[src/rtl/bcd_pkg.sv]
// bcd_pkg: shared constants, the converter state encoding and a sizing helper
// for the sequential double-dabble binary-to-BCD converter.
// Optional feature macro used by the converter: BCD_LEADING_ZERO_BLANK_EN.
package bcd_pkg;

    // Width of one packed BCD digit.
    localparam int DIGIT_W    = 4;

    // Double-dabble correction: a digit at or above ADJ_THRESH gets ADJ_ADD
    // added before the shift, so that doubling it carries correctly into the
    // next decimal digit.
    localparam int ADJ_THRESH = 5;
    localparam int ADJ_ADD    = 3;

    // Converter sequencing states.
    typedef enum logic [1:0] {
        IDLE  = 2'd0,
        SHIFT = 2'd1,
        DONE  = 2'd2
    } state_e;

    // Bit-counter width. The counter must be able to hold BIN_W itself,
    // because it is loaded with BIN_W and counts down to 1.
    function automatic int cnt_width(input int bin_w);
        return $clog2(bin_w + 1);
    endfunction

endpackage

[src/rtl/bcd_digit_adj.sv]
// bcd_digit_adj: combinational add-3-if-at-least-5 correction for one BCD
// digit. A digit reaching this block is never above 9, so the result never
// exceeds 12 and always fits in 4 bits.
module bcd_digit_adj
    import bcd_pkg::*;
(
    input  logic [DIGIT_W-1:0] digit,
    output logic [DIGIT_W-1:0] adj
);

    // Pre-shift correction so that doubling the digit produces a decimal carry.
    always_comb begin
        if (digit >= DIGIT_W'(ADJ_THRESH)) begin
            adj = digit + DIGIT_W'(ADJ_ADD);
        end else begin
            adj = digit;
        end
    end

endmodule

[src/rtl/bcd_converter_seq.sv]
// bcd_converter_seq: sequential binary-to-BCD converter using shift-and-add-3
// (double dabble), one input bit per clock, behind valid/ready handshakes.
//
// A value is accepted in IDLE, shifted for BIN_W cycles in SHIFT, and then
// held in DONE until the consumer takes it. The accumulator is exactly
// DIGITS digits wide; any bit pushed out of the top digit marks overflow, in
// which case out_bcd carries only the low DIGITS decimal digits.
//
// Optional feature macro: BCD_LEADING_ZERO_BLANK_EN.
//   defined   - out_blank carries a registered leading-zero mask for the
//               result (digit 0 is never blanked).
//   undefined - out_blank is tied to zero and no blanking logic exists.
module bcd_converter_seq
    import bcd_pkg::*;
#(
    parameter int BIN_W  = 14,
    parameter int DIGITS = 5
) (
    input  logic                      clk,
    input  logic                      rst_n,
    input  logic                      in_valid,
    output logic                      in_ready,
    input  logic [BIN_W-1:0]          in_bin,
    output logic                      out_valid,
    input  logic                      out_ready,
    output logic [DIGIT_W*DIGITS-1:0] out_bcd,
    output logic                      out_ovf,
    output logic [DIGITS-1:0]         out_blank
);

    localparam int ACC_W = DIGIT_W * DIGITS;
    localparam int CNT_W = cnt_width(BIN_W);

    localparam logic [CNT_W-1:0] CNT_LOAD = CNT_W'(BIN_W);
    localparam logic [CNT_W-1:0] CNT_LAST = CNT_W'(1);

    localparam logic [1:0] ST_IDLE  = 2'(IDLE);
    localparam logic [1:0] ST_SHIFT = 2'(SHIFT);
    localparam logic [1:0] ST_DONE  = 2'(DONE);

    logic [1:0]       state;
    logic [BIN_W-1:0] bin_q;
    logic [ACC_W-1:0] acc_q;
    logic [CNT_W-1:0] cnt_q;
    logic             ovf_q;

    logic [ACC_W-1:0] acc_adj;
    logic [ACC_W-1:0] acc_next;
    logic             shift_out;
    logic             accept;
    logic             last_shift;

    assign accept     = (state == ST_IDLE) && in_valid;
    assign last_shift = (state == ST_SHIFT) && (cnt_q == CNT_LAST);

    // Every digit is corrected in parallel; there is no carry between digits
    // because each correction result stays within its own 4 bits.
    for (genvar g = 0; g < DIGITS; g++) begin : g_adj
        bcd_digit_adj u_adj (
            .digit (acc_q  [g*DIGIT_W +: DIGIT_W]),
            .adj   (acc_adj[g*DIGIT_W +: DIGIT_W])
        );
    end

    // One double-dabble step: the corrected accumulator shifts left, the next
    // binary MSB enters the units digit, and the top bit falls out as overflow.
    always_comb begin
        acc_next  = {acc_adj[ACC_W-2:0], bin_q[BIN_W-1]};
        shift_out = acc_adj[ACC_W-1];
    end

    // Sequencer and datapath registers: load on accept, shift BIN_W times,
    // then hold the result until the consumer pops it.
    always_ff @(posedge clk or negedge rst_n) begin
        if (!rst_n) begin
            state <= ST_IDLE;
            bin_q <= '0;
            acc_q <= '0;
            cnt_q <= '0;
            ovf_q <= 1'b0;
        end else begin
            case (state)
                ST_IDLE: begin
                    if (accept) begin
                        bin_q <= in_bin;
                        acc_q <= '0;
                        ovf_q <= 1'b0;
                        cnt_q <= CNT_LOAD;
                        state <= ST_SHIFT;
                    end
                end
                ST_SHIFT: begin
                    acc_q <= acc_next;
                    bin_q <= bin_q << 1;
                    ovf_q <= ovf_q | shift_out;
                    cnt_q <= cnt_q - CNT_W'(1);
                    if (cnt_q == CNT_LAST) begin
                        state <= ST_DONE;
                    end
                end
                ST_DONE: begin
                    if (out_ready) begin
                        state <= ST_IDLE;
                    end
                end
                default: begin
                    state <= ST_IDLE;
                end
            endcase
        end
    end

    assign in_ready  = (state == ST_IDLE);
    assign out_valid = (state == ST_DONE);
    assign out_bcd   = acc_q;
    assign out_ovf   = ovf_q;

`ifdef BCD_LEADING_ZERO_BLANK_EN
    logic [DIGITS-1:0] blank_next;
    logic [DIGITS-1:0] blank_q;
    logic              zero_run;

    // Leading-zero mask of the final accumulator value: a digit is blanked
    // only while every digit above it is also zero; the units digit never is.
    always_comb begin
        blank_next = '0;
        zero_run   = 1'b1;
        for (int k = DIGITS - 1; k >= 1; k--) begin
            zero_run      = zero_run && (acc_next[k*DIGIT_W +: DIGIT_W] == '0);
            blank_next[k] = zero_run;
        end
    end

    // The mask is captured on the final shift so it enters DONE alongside out_bcd.
    always_ff @(posedge clk or negedge rst_n) begin
        if (!rst_n) begin
            blank_q <= '0;
        end else if (accept) begin
            blank_q <= '0;
        end else if (last_shift) begin
            blank_q <= blank_next;
        end
    end

    assign out_blank = blank_q;
`else
    assign out_blank = '0;
`endif

endmodule

[config.mk]
export PLATFORM = sky130hd
export DESIGN_NAME = bcd_converter_seq
export DESIGN_NICKNAME = d
export VERILOG_FILES = /design/src/rtl/bcd_pkg.sv /design/src/rtl/bcd_digit_adj.sv /design/src/rtl/bcd_converter_seq.sv
export SDC_FILE = /design/constraint.sdc
export NUM_CORES = 1
export LEC_CHECK = 0
export CAP_MARGIN = 20
export CORE_AREA = 2 2 69 71
export CTS_BUF_LIST = sky130_fd_sc_hd__clkbuf_4
export CTS_CLUSTER_DIAMETER = 150
export DETAILED_ROUTE_END_ITERATION = 8
export DIE_AREA = 0 0 71 73
export PLACE_DENSITY = 0.8
export SLEW_MARGIN = 30
export SYNTH_ARGS = -nofsm -noshare
export SYNTH_HDL_FRONTEND = slang
export SYNTH_SLANG_ARGS = --single-unit
[constraint.sdc]
create_clock -name clk -period 2.1 [get_ports clk]
set_clock_uncertainty 0.2 [all_clocks]
set_input_delay 0.315 -clock clk [delete_from_list [all_inputs] [get_ports clk]]
set_output_delay 0.315 -clock clk [all_outputs]
set_load 0.005 [all_outputs]
Word level (Yosys, flattened, before mapping)
Cells that the tools add are included.
Word-level totals
  memories: 0
  memory bits (read-only): 0
  memory bits (writable): 0
  latch bits: 0
  register bits: 41
  output and inout port bits: 28
  bits of input ports: 18
  word-level logic and storage cells: 45
Operators by class
  shift operators: 0
  add/sub/neg operators: 6
  order comparisons: 5
  reduce and logical (&&, ||, !) cells: 5
  eq/ne operators: 6
  multiply operators: 0
  divide/modulo/power cells: 0
  bitwise gates (word level): 1
  multiplexer cells: 17
Operators by type and width (number)
  20-bit case mux with 2 select lines: 1
  14-bit case mux with 2 select lines: 1
  4-bit 2-to-1 mux: 6
  4-bit by 2-bit adder with 4-bit output (second input constant): 5
  4-bit by 3-bit >= comparator with 1-bit output (second input constant): 5
  20-bit 2-to-1 mux: 1
  14-bit 2-to-1 mux: 1
  4-bit case mux with 2 select lines: 1
  2-bit 2-to-1 mux: 3
  2-bit by 1-bit != test with 1-bit output (second input constant): 3
  2-bit case mux with 3 select lines: 1
  4-bit by 1-bit == test with 1-bit output (second input constant): 1
  4-bit by 1-bit subtractor with 4-bit output (second input constant): 1
  3-bit AND reduction: 1
  2-bit by 1-bit == test with 1-bit output (second input constant): 1
  2-bit == test (second input constant): 1
  2-bit logical NOT: 1
  1-bit case mux with 2 select lines: 1
  2-bit AND reduction: 1
  2-bit nonzero test: 1
  1-bit logical AND: 1
  1-bit 2-to-1 mux: 1
  1-bit bitwise OR: 1

Logic depth before layout (Yosys ltp)
  depth in word-level cells: 4
  gate-level depth with buffers: 6
  gate-level depth less buffers: 6

Hierarchy
Synthesis repeated with hierarchy kept, for this count alone.
Second synthesis, totals
  cell total of the unflattened synthesis: 244
  area, all modules: 2313.5 µm²
By module, submodules not included
  bcd_converter_seq: times used 1, seq. area each 1026.0 µm², cells each 164, area each 1806.7 µm²
  bcd_digit_adj: times used 5, seq. area each 0.0 µm², cells each 16, area each 101.3 µm²

Least setup slack after synthesis
No wires, ideal clock.
  path type: reg-to-reg
  from: reg acc_q[0] (netlist: out_bcd[0])
  to: reg acc_q[1] (netlist: out_bcd[1])
  cell stages (with the launch flop): 7
  clock period less this slack: 1.518 ns
  path slack: 0.582 ns
  arrival: 1.190 ns
  cell sequence: dfrtp_1 inv_1 ha_1 nand2b_1 a21oi_1 xnor2_1 o22ai_1
On the way
  word-level cells in the longest chain between the ends: 3
RTL lines
  start: declaration: line bcd_converter_seq.sv:43  | logic [ACC_W-1:0] acc_q;
  start signal: assignment: line bcd_converter_seq.sv:93  | acc_q <= acc_next;
  4-bit by 2-bit adder with 4-bit output / 4-bit by 3-bit >= comparator with 1-bit output (equally long branches): line bcd_digit_adj.sv:14, bcd_digit_adj.sv:13
  4-bit 2-to-1 mux *: line bcd_digit_adj.sv:13  | if (digit >= DIGIT_W'(ADJ_THRESH)) begin
  20-bit case mux with 2 select lines *: line bcd_converter_seq.sv:82  | case (state)
Mark *: on every way between the ends. The rest lies on a longest branch, timed or not.
A chain may end at the register's enable or synchronous reset.

Worst setup path in the final report
  from: reg state[0]
  to: out out_valid
On the way
  word-level cells in the longest chain between the ends: 1
RTL lines
  start: declaration: line bcd_converter_seq.sv:41  | logic [1:0] state;
  start signal: assignment: line bcd_converter_seq.sv:76  | state <= ST_IDLE;
  start signal: assignment: line bcd_converter_seq.sv:89  | state <= ST_SHIFT;
  start signal: assignment: line bcd_converter_seq.sv:98  | state <= ST_DONE;
  2-bit == test: line bcd_converter_seq.sv:114  | assign out_valid = (state == ST_DONE);
  end: declaration: line bcd_converter_seq.sv:24  | output logic out_valid,
Every way passes these cells.

==> summary by stage <==
Outcome
The flow ran to the end, and the final reports show no timing, DRC or antenna violations.

Critical path
On the critical path, the stage with the largest delay is an instance of sky130_fd_sc_hd__clkdlybuf4s50_1. STA classifies the critical path endpoint as a primary output. The maximum net fanout on the critical path is 3.

The worst setup path is of the flop to primary output kind. Traced cell by cell, the critical path runs through nand2b_1, inv_1, clkdlybuf4s50_1. The worst setup path is launched from a flop. STA puts the critical path data required time at 1580 ps. Data on the critical path arrives at its endpoint at 1500 ps. The largest single stage delay on the critical path is 490 ps.

Place
The estimated wirelength of the detail-placed design is 3490 um. The number of placed instances, taps included, is 320. At the end of routability-driven placement, the weighted congestion stood at 0.771.

The count of input and output buffers is 40. OpenSTA, run right after detailed placement, puts the worst setup slack at 134 ps. The area after detailed placement is 2730 um^2.

Routing
The post-detailed-route via-to-cell ratio is 5.60. The iteration count of the initial detailed-routing pass is 4. The wire length per cell after detailed routing is 15.1 um. The final routed DRC violation total is 0. The initial DRC count is 118. Once detail routing completed, the nets flagged for antenna violations numbered 0.

The routed layout has 1,866 vias. The total wirelength of the detailed-routed design is 5030 um.

Clocking
The H-tree was split into 2 levels. The clock-pin transition on the worst setup and hold timing paths is 130 ps. The worst-case clock buffer depth is 2. The TritonCTS clock tree is yes. The later-pin clock latency in the skew report is 350 ps. Counting every sink on the clock net gives 41. The number of CTS-inserted buffers is 5.

The library cell used as clock root buffer is sky130_fd_sc_hd__clkbuf_4.

Timing
Across all hold checks on the routed design, the worst slack comes to 244 ps. In the final timing run, aggregate negative setup slack is 0 ps. The portion of the clock cycle consumed by the worst path in the final layout is 0.962. The final-report hold violation count is 0. Setup repair after global routing left no endpoint under its margin. The clock period could shrink to 2020 ps. At the pin with the least slew margin, the transition time is 502 ps. The number of max-slew violations in the final report is 0. The top achievable clock speed is 495 MHz. Setup violations remaining at the end of the flow were counted as 0. The relative max-transition margin is 0.665. After layout, the worst setup slack is 80.8 ps.

Pwr
The proportion of power drawn by combinational gates is 0.526. The internal power is 2.56 mW. The highest ir drop seen on vdd is 0.778 mV. The power density over the cells is 1480 nW/um^2. The share of total power dissipated in the clock network is 0.122. In this run the power spent charging and discharging nets is 1.67 mW. The share of total power dissipated in sequential elements is 0.352.

The leakage dissipation is 1.22 nW. Total power for the finished layout comes to 4.23 mW. The switching fraction of total power is 0.395.

Global route
The final global-route overflow total is 0. The largest net degree at the start of global routing is 23. The first-pass GRT wire length is 8600 um.

For this run, the total global-route usage over all layers was measured as 0.209. The initial antenna violation count is 0. The number of global-route vias before repair is 1,830.

Die
The vertical extent of the die is 73 um. The horizontal die dimension is 71 um. The area of the die is 5180 um^2. The number of standard-cell rows in the floorplan is 25. The number of top-level design ports is 46. The floorplan core area is 4540 um^2. The starting density of the core is 0.499.

Final layout
The repair_antennas step left the layout with diodes totalling 0. Once layout is complete, the utilization of the core stands at 0.629. The fraction of final layout cells with drive strength greater than 1 is 0.115. The library cell used most frequently in the layout, excluding fill and tap cells, is sky130_fd_sc_hd__dfrtp_1. The area growth from synthesis to layout is 26.0%. The post-route non-filler standard cell count is 333. The layout has 390 filler cells. At the end of the flow, the number of nets in the layout was 308. In the layout the commonest cells are 40 x sky130_fd_sc_hd__dfrtp_1, 38 x sky130_fd_sc_hd__clkdlybuf4s50_1, 18 x sky130_fd_sc_hd__a21oi_1. The finished cells cover 2850 um^2.

Yosys
The area of the mapped netlist is 2260 um^2. The proportion of synthesized flip-flops having asynchronous set or reset is 1.00. The total number of yosys warnings is 0. The post-synthesis cell count is 230.

Among all flip-flop cells after synthesis, the most frequent one is sky130_fd_sc_hd__dfrtp_1. The post-synthesis average cell area is 9.84 um^2. In this run, distinct cell masters in the synthesized netlist total 33. The number of synthesized flops with an enable pin is 0.

Of the synthesized area, sequential elements account for 0.453. The flop and latch count out of synthesis is 41.

Min path
The worst min-delay path class is primary input to async pin.

Job
The count of maximum capacitance violations is 0.
[path summary, 6_finish.rpt]
path	from	to	slack (ps)	depth (start not counted)
max in group asynchronous	rst_n	out_bcd[10]	950	3
min in group clk	out_ovf	out_ovf	300	2
min	rst_n	bin_q[10]	240	2
min reg2reg	out_ovf	out_ovf	300	2
max reg2reg	state[0]	out_bcd[14]	220	6
max	state[0]	out_valid	80	3
[cells by family (layout without fill, tap and decap cells)]
family / Yosys count / in the layout / synth area share
AND/OR/NAND/NOR: 48 / 48 / 0.121
flip-flops: 41 / 41 / 0.453
buffers and inverters: 32 / 77 / 0.0719
adder cells (fa/ha/maj): 12 / 12 / 0.0663
AO/OA/AOI/OAI: 87 / 87 / 0.252
other: 1 / 5 / 0.00166
XOR/XNOR: 9 / 9 / 0.0348
[synthesized netlist by cell type, types with 2 or more instances]
cell type / count / area share
sky130_fd_sc_hd__a21oi_2: 4 / 0.015
sky130_fd_sc_hd__o22ai_1: 6 / 0.017
sky130_fd_sc_hd__o31ai_1: 6 / 0.020
sky130_fd_sc_hd__buf_4: 8 / 0.027
sky130_fd_sc_hd__ha_1: 12 / 0.066
sky130_fd_sc_hd__dfrtp_1: 41 / 0.45
sky130_fd_sc_hd__xnor2_1: 5 / 0.019
sky130_fd_sc_hd__xor2_1: 4 / 0.015
sky130_fd_sc_hd__nor2b_1: 13 / 0.036
sky130_fd_sc_hd__a21oi_1: 18 / 0.040
sky130_fd_sc_hd__o311ai_1: 5 / 0.019
sky130_fd_sc_hd__a22oi_1: 13 / 0.043
sky130_fd_sc_hd__nor2_1: 5 / 0.0083
sky130_fd_sc_hd__o21ai_1: 17 / 0.038
sky130_fd_sc_hd__nand3b_1: 2 / 0.0066
sky130_fd_sc_hd__nand2_1: 8 / 0.013
sky130_fd_sc_hd__o21ai_0: 8 / 0.018
sky130_fd_sc_hd__o32ai_1: 3 / 0.012
sky130_fd_sc_hd__a32o_1: 5 / 0.022
sky130_fd_sc_hd__and2b_1: 2 / 0.0066
sky130_fd_sc_hd__inv_1: 13 / 0.022
sky130_fd_sc_hd__nand2b_1: 7 / 0.019
sky130_fd_sc_hd__buf_2: 10 / 0.022
sky130_fd_sc_hd__nand3_1: 6 / 0.013
[sequential cells by signal, indices dropped and copies added, names as in the netlist]
signal and flops:
out_bcd 20, bin_q 14, cnt_q 4, state 2, out_ovf 1
[critical path, delay by kind of cell, from the launching register on]
kind / cells / cell delay (ps)
buffers and inverters: 2 / 550
flip-flops: 1 / 430
AND/OR/NAND/NOR: 1 / 160
[routing by layer]
metal  GRT usage  wire, um  vias to the layer above
li1            -         -                      913
met1       0.266      2260                      899
met2       0.356      2440                       49
met3      0.0497       278                        5
met4      0.0629        53                        0
met5           0         0                        -
[cell type report]
type / count / area [um^2] / area share
Clock buffer: 6 / 45.0 / 0.0158
Clock inverter: 2 / 33.8 / 0.0118
Inverter: 14 / 52.6 / 0.0184
Multi-Input combinational cell: 161 / 1090 / 0.383
Sequential cell: 41 / 1030 / 0.360
Tap cell: 54 / 67.6 / 0.0237
Timing Repair Buffer: 55 / 534 / 0.187
[power by group through the flow]
stage	sequential [mW]	combinational [mW]	clock [mW]
2_1_floorplan	1.44	1.45	0
3_3_place_gp	1.50	2.09	0
3_5_place_dp	1.52	2.16	0
4_1_cts	1.50	2.21	0.532
5_1_grt	1.54	2.50	0.570
6_report	1.49	2.23	0.516
[timing repair]
| action | 4_1_cts | 5_1_grt |
|---|---|---|
| buffers inserted | 2 | 2 |
| gates resized for setup | 2 | 0 |
| hold buffers | 1 | 0 |
| setup endpoints to repair | 2 | 1 |
| hold endpoints to repair | 19 | 0 |
Note: power is estimated with default switching activity, not from simulation.
